$ cat config.mk
export PLATFORM = sky130hd
export DESIGN_NAME = ticket_vendor
export DESIGN_NICKNAME = d
export VERILOG_FILES = /design/src/rtl/ticket_vendor.sv
export SDC_FILE = /design/constraint.sdc
export NUM_CORES = 1
export LEC_CHECK = 0
export CORE_ASPECT_RATIO = 0.8
export CORE_MARGIN = 2
export CORE_UTILIZATION = 55
export CTS_BUF_LIST = sky130_fd_sc_hd__clkbuf_4
export DETAILED_ROUTE_END_ITERATION = 7
export PLACE_DENSITY = 0.89
export SYNTH_ARGS = -nofsm -noshare
export SYNTH_HDL_FRONTEND = slang
export SYNTH_SLANG_ARGS = --single-unit
export TNS_END_PERCENT = 30
$ cat constraint.sdc
create_clock -name clk -period 4.2 [get_ports clk]
set_clock_uncertainty 0.2 [all_clocks]
set_input_delay 0.84 -clock clk [delete_from_list [all_inputs] [get_ports clk]]
set_output_delay 0.84 -clock clk [all_outputs]
set_load 0.02 [all_outputs]
$ cat src/rtl/ticket_vendor.sv
// Binary-credit ticket vendor: one dispense pulse per sale, one return_sig pulse per UNIT of change, cancel refund, over-limit reject.
// Define TICKET_SALES_CNT_EN to add the saturating tickets_sold counter.
module ticket_vendor #(
  parameter int PRICE      = 30,
  parameter int UNIT       = 10,
  parameter int TEN_VAL    = 10,
  parameter int TWENTY_VAL = 20,
  parameter int MAX_CREDIT = 60,
  parameter int CREDIT_W   = 8,
  parameter int CNT_W      = 16
) (
  input  logic                clk,
  input  logic                clear,
  input  logic                ten,
  input  logic                twenty,
  input  logic                cancel,
  output logic                ready,
  output logic                bill,
  output logic                dispense,
  output logic                return_sig,
  output logic                reject,
  output logic [CREDIT_W-1:0] credit
`ifdef TICKET_SALES_CNT_EN
  ,
  output logic [CNT_W-1:0]    tickets_sold
`endif
);

  if (PRICE <= 0 || UNIT <= 0 || TEN_VAL <= 0 || TWENTY_VAL <= 0 ||
      (PRICE % UNIT) != 0 || (TEN_VAL % UNIT) != 0 || (TWENTY_VAL % UNIT) != 0 ||
      MAX_CREDIT < PRICE || CREDIT_W < 1 || CREDIT_W > 31 || CNT_W < 1 ||
      (MAX_CREDIT + TWENTY_VAL) >= (1 << CREDIT_W)) begin : g_param_check
    $error("ticket_vendor: illegal parameter combination");
  end

  localparam logic [1:0] ST_RDY  = 2'd0;
  localparam logic [1:0] ST_BILL = 2'd1;
  localparam logic [1:0] ST_DISP = 2'd2;
  localparam logic [1:0] ST_RTN  = 2'd3;

  localparam logic [CREDIT_W-1:0] PRICE_C  = CREDIT_W'(PRICE);
  localparam logic [CREDIT_W-1:0] UNIT_C   = CREDIT_W'(UNIT);
  localparam logic [CREDIT_W-1:0] TEN_C    = CREDIT_W'(TEN_VAL);
  localparam logic [CREDIT_W-1:0] TWENTY_C = CREDIT_W'(TWENTY_VAL);
  localparam logic [CREDIT_W-1:0] MAX_C    = CREDIT_W'(MAX_CREDIT);

  logic [1:0]          state_q, state_d;
  logic [CREDIT_W-1:0] credit_q, credit_d;
  logic                reject_q, reject_d;

  logic                coin_vld;
  logic [CREDIT_W-1:0] coin_val;
  logic [CREDIT_W-1:0] sum;
  logic [CREDIT_W-1:0] after_price;
  logic [CREDIT_W-1:0] after_unit;

  // ten takes precedence when both coin strobes arrive together
  assign coin_vld    = ten | twenty;
  assign coin_val    = ten ? TEN_C : TWENTY_C;
  assign sum         = credit_q + coin_val;
  assign after_price = credit_q - PRICE_C;
  assign after_unit  = credit_q - UNIT_C;

  always_comb begin
    state_d  = state_q;
    credit_d = credit_q;
    reject_d = 1'b0;
    case (state_q)
      ST_RDY, ST_BILL: begin
        if (coin_vld) begin
          if (sum > MAX_C) begin
            reject_d = 1'b1;
          end else begin
            credit_d = sum;
            state_d  = (sum >= PRICE_C) ? ST_DISP : ST_BILL;
          end
        end else if (cancel && state_q == ST_BILL) begin
          state_d = ST_RTN;
        end
      end
      ST_DISP: begin
        reject_d = coin_vld;
        credit_d = after_price;
        state_d  = (after_price == '0) ? ST_RDY : ST_RTN;
      end
      ST_RTN: begin
        reject_d = coin_vld;
        credit_d = after_unit;
        state_d  = (after_unit == '0) ? ST_RDY : ST_RTN;
      end
      default: begin
        state_d  = ST_RDY;
        credit_d = '0;
      end
    endcase
  end

  always_ff @(posedge clk) begin
    if (clear) begin
      state_q  <= ST_RDY;
      credit_q <= '0;
      reject_q <= 1'b0;
    end else begin
      state_q  <= state_d;
      credit_q <= credit_d;
      reject_q <= reject_d;
    end
  end

  assign ready      = (state_q == ST_RDY);
  assign bill       = (state_q == ST_BILL);
  assign dispense   = (state_q == ST_DISP);
  assign return_sig = (state_q == ST_RTN);
  assign reject     = reject_q;
  assign credit     = credit_q;

`ifdef TICKET_SALES_CNT_EN
  logic [CNT_W-1:0] sold_q;

  always_ff @(posedge clk) begin
    if (clear) begin
      sold_q <= '0;
    end else if (state_q == ST_DISP && sold_q != {CNT_W{1'b1}}) begin
      sold_q <= sold_q + CNT_W'(1);
    end
  end

  assign tickets_sold = sold_q;
`endif

endmodule

==> results of run 1 <==
## stage by stage
stage	area (µm²)	std cells
after floorplan	1070	140
after global placement	1230	170
after detailed placement	1230	170
after CTS	1250	174
after global routing	1250	174
final	1250	174
## worst paths after layout
check / start / endpoint / slack [ns] / depth (start not counted)
worst max-delay path: ten / credit[3]$_SDFFE_PP0P_ / 0.32 / 9
worst min-delay path: credit[5]$_SDFFE_PP0P_ / credit[5]$_SDFFE_PP0P_ / 0.49 / 2
worst max register to register: credit[1]$_SDFFE_PP0P_ / credit[3]$_SDFFE_PP0P_ / 0.85 / 8
worst min register to register: credit[5]$_SDFFE_PP0P_ / credit[5]$_SDFFE_PP0P_ / 0.49 / 2
## sequential cells by signal (all words and copies together), names as in the netlist
register  flops
credit        7
reject        1
state_q       2
## synth_stat cells (all sizes together), types with 2 or more instances
cell,n
a221oi,3
nand4,2
a2111oi,2
ha,7
a21oi,7
xor2,4
nand3,8
clkbuf,8
and3,2
or3,2
a311oi,5
nand4b,2
nor3,4
dfxtp,10
buf,3
mux2i,2
a31oi,2
nand2,6
o21ai,11
nor2b,2
xnor2,6
inv,9
nor2,12
nand3b,2
a211oi,5
## layout make-up
type                       instances  area [µm²]  area share (%)
multi-input combinational        110         795            63.4
sequential                        10         200            16.0
timing repair buffer              17         168            13.4
inverter                           9        33.8            2.70
tap                               24        30.0            2.40
clock buffer                       3        22.5            1.80
clock inverter                     1        3.75           0.300
## worst max-delay path: stages
cell and delay, ns:
clkdlybuf4s50_1 0.47, ha_1 0.28, fa_1 0.46, xnor2_1 0.20
a2111oi_0 0.63, o221a_2 0.39, a311oi_4 0.09, and2_1 0.22
a211oi_1 0.25
## cells by family (layout without fill, tap and decap cells)
family                   after synthesis  after routing  share of synthesized area, %
AND/OR/NAND/NOR                       45             45                          22.5
AO/OA/AOI/OAI                         44             44                          31.1
buffers and inverters                 20             30                          7.45
XOR/XNOR                              10             10                          8.15
flip-flops                            10             10                          18.6
adder cells (fa/ha/maj)                8              8                          10.0
multiplexers                           2              2                          1.86
other                                  1              1                         0.349
## metal layers
metal | track usage (%) | vias to the layer above
met1 | 38.5 | 532
li1 | - | 542
met5 | 0 | -
met4 | 9.23 | 0
met3 | 4.83 | 5
met2 | 44.4 | 64
## where the power goes
group,switching (mW),leakage (nW),internal (mW),total [mW]
Combinational,0.384,0.365,0.324,0.708
Clock,0.0337,0.0154,0.0343,0.0680
Sequential,0.122,0.0830,0.138,0.260
==> metrics.md, run 1 <==
| Metric | Value |
|---|---|
| Worst slew margin | a little under three fifths |
| Synth-to-layout area growth | 16.5% |
| WL met2 | 1.35 mm |
| Top sig layer | met4 |
| Post-synth EDFFs | 0 |
| Worst Setup Slack, final | roughly 0.32 ns |
| Leak | 0.464 nW |
| Initial antenna violation count | 0 |
| Initial core utilization | 57.9% |
| Maximum fanout along the worst path | 7 |
| Sink Count | 10 |
| H-tree depth | 1 |
| Hold-fix buffers, CTS | 0 |
| Required time of the critical path | 4.17 ns |
| Post-synth top area cell | dfxtp_1 |
| Cells after Synth | 140 |
| Avg Inst Size Synth | 7.68 µm² |
| Unrepaired setup endpoints after global routing | false |
| Setup_tns | 0 ns |
| DRT antenna net count | 0 |
| Crit path time final | roughly 3.9 ns |
| Synthesized Nets | 153 |
| Die X | 53.4 µm |
| Post-CTS Resized | 0 |
| MaxCap Viol Count | 0 |
| FILL cells | between 150 and 200 |
| Share of post-route cells with drive strength above 1 | 6.67% |
| Post-layout utilization of the core | 67.5% |
| HP Class | flop to flop |
| Type of origin of the critical path | input pin |
| GRT Overall Usage | 28.0% |
| DR pass1 iterations | 4 |
| Core Area | 0.00186 mm² |
| Pre-CTS setup slack | ~0.075 ns |
| Inserted Clock Buffers | 3 |
| Worst setup path category | input pin to flop |
| Post-CTS Setup Inserts | 0 |
| Drt via density | 6.57 |
| Number of global-route vias before repair | between 1000 and 1500 |
| Mapped Area | about 0.0011 mm² |
| Largest net degree at the start of global routing | 16 |
| Final Max Slew Viols | 0 |
| Die area | about 0.0023 mm² |
| Share of the synthesized area in the top cell type | between 10% and 20% |
| Worst-skew pair later-pin latency | ~0.27 ns |
| Endpoints failing setup | 0 |
| Peak VDD IR | 0.000427 V |
| Register area share after synthesis | 18.6% |
| Clock slew at reported path FFs | 0.06 ns |
| Fraction of the cycle the final worst path needs | 92.3% |
| Commonest non-fill, non-tap cell in the layout | clkdlybuf4s50_1 |
| Rows | 14 |
| Drc violations | 0 |
| M1 WL | around 1.2 mm |
| Global-route wire length before repair | 4.73 mm |
| Die H | 43.5 µm |
| WL met3 | roughly 220 µm |
| DP HPWL | 2.16 mm |
| Synth Register Bits | 10 |
| F_max | between 200 and 300 MHz |
| First DRT Iteration DRCs | 72 |
| CP Data Arrival Time | 3.85 ns |
| CTS tree | built |
| Commonest non-fill, non-tap cells in the layout | clkdlybuf4s50_1 (16), o21ai_0 (11), nor2_1 (10), dfxtp_1 (10), inv_1 (9) |
| Clock Path Buffers | 2 |
| Pwr Density | 827 mW/mm² |
| Ys async rst share | 0% |
| Vias | 1143 |
| Overflow after GRT | 0 |
| # nets final | 164 |
| Port Buffers | 16 |
| Prevailing post-synth register cell | dfxtp_1 |
| Worst hold margin | 0.486 ns |
| Top-level I/O count | 18 |
| Top post-synthesis cells by area | dfxtp_1 (19%), ha_1 (8.1%), o21ai_0 (5.1%) |
| Synth Warn # | 0 |
| Final wirelength | 2.84 mm |
| Power, Total | 1.04 mW |
| Antenna diodes | 0 |
| Status | finished clean |
| Worst setup EP type | flop |
| Final-report hold violation count | 0 |
| Worst-margin pin slew | 0.650 ns |
| Synth cell types | 44 |
| Routed WL per cell | between 15 and 20 µm |
| GP Congestion | 0.902 |
| Root Buffer | clkbuf_4 |
(Power assumes the default switching activity.)
==> run 2: changes to the inputs <==
--- a/config.mk
+++ b/config.mk
@@ -11,6 +11,7 @@
 export CTS_BUF_LIST = sky130_fd_sc_hd__clkbuf_4
 export DETAILED_ROUTE_END_ITERATION = 7
 export PLACE_DENSITY = 0.89
+export SLEW_MARGIN = 20
 export SYNTH_ARGS = -nofsm -noshare
 export SYNTH_HDL_FRONTEND = slang
 export SYNTH_SLANG_ARGS = --single-unit
==> results of run 2 <==
Same layout as run 1: the final DEF is identical, and so are final timing and power.
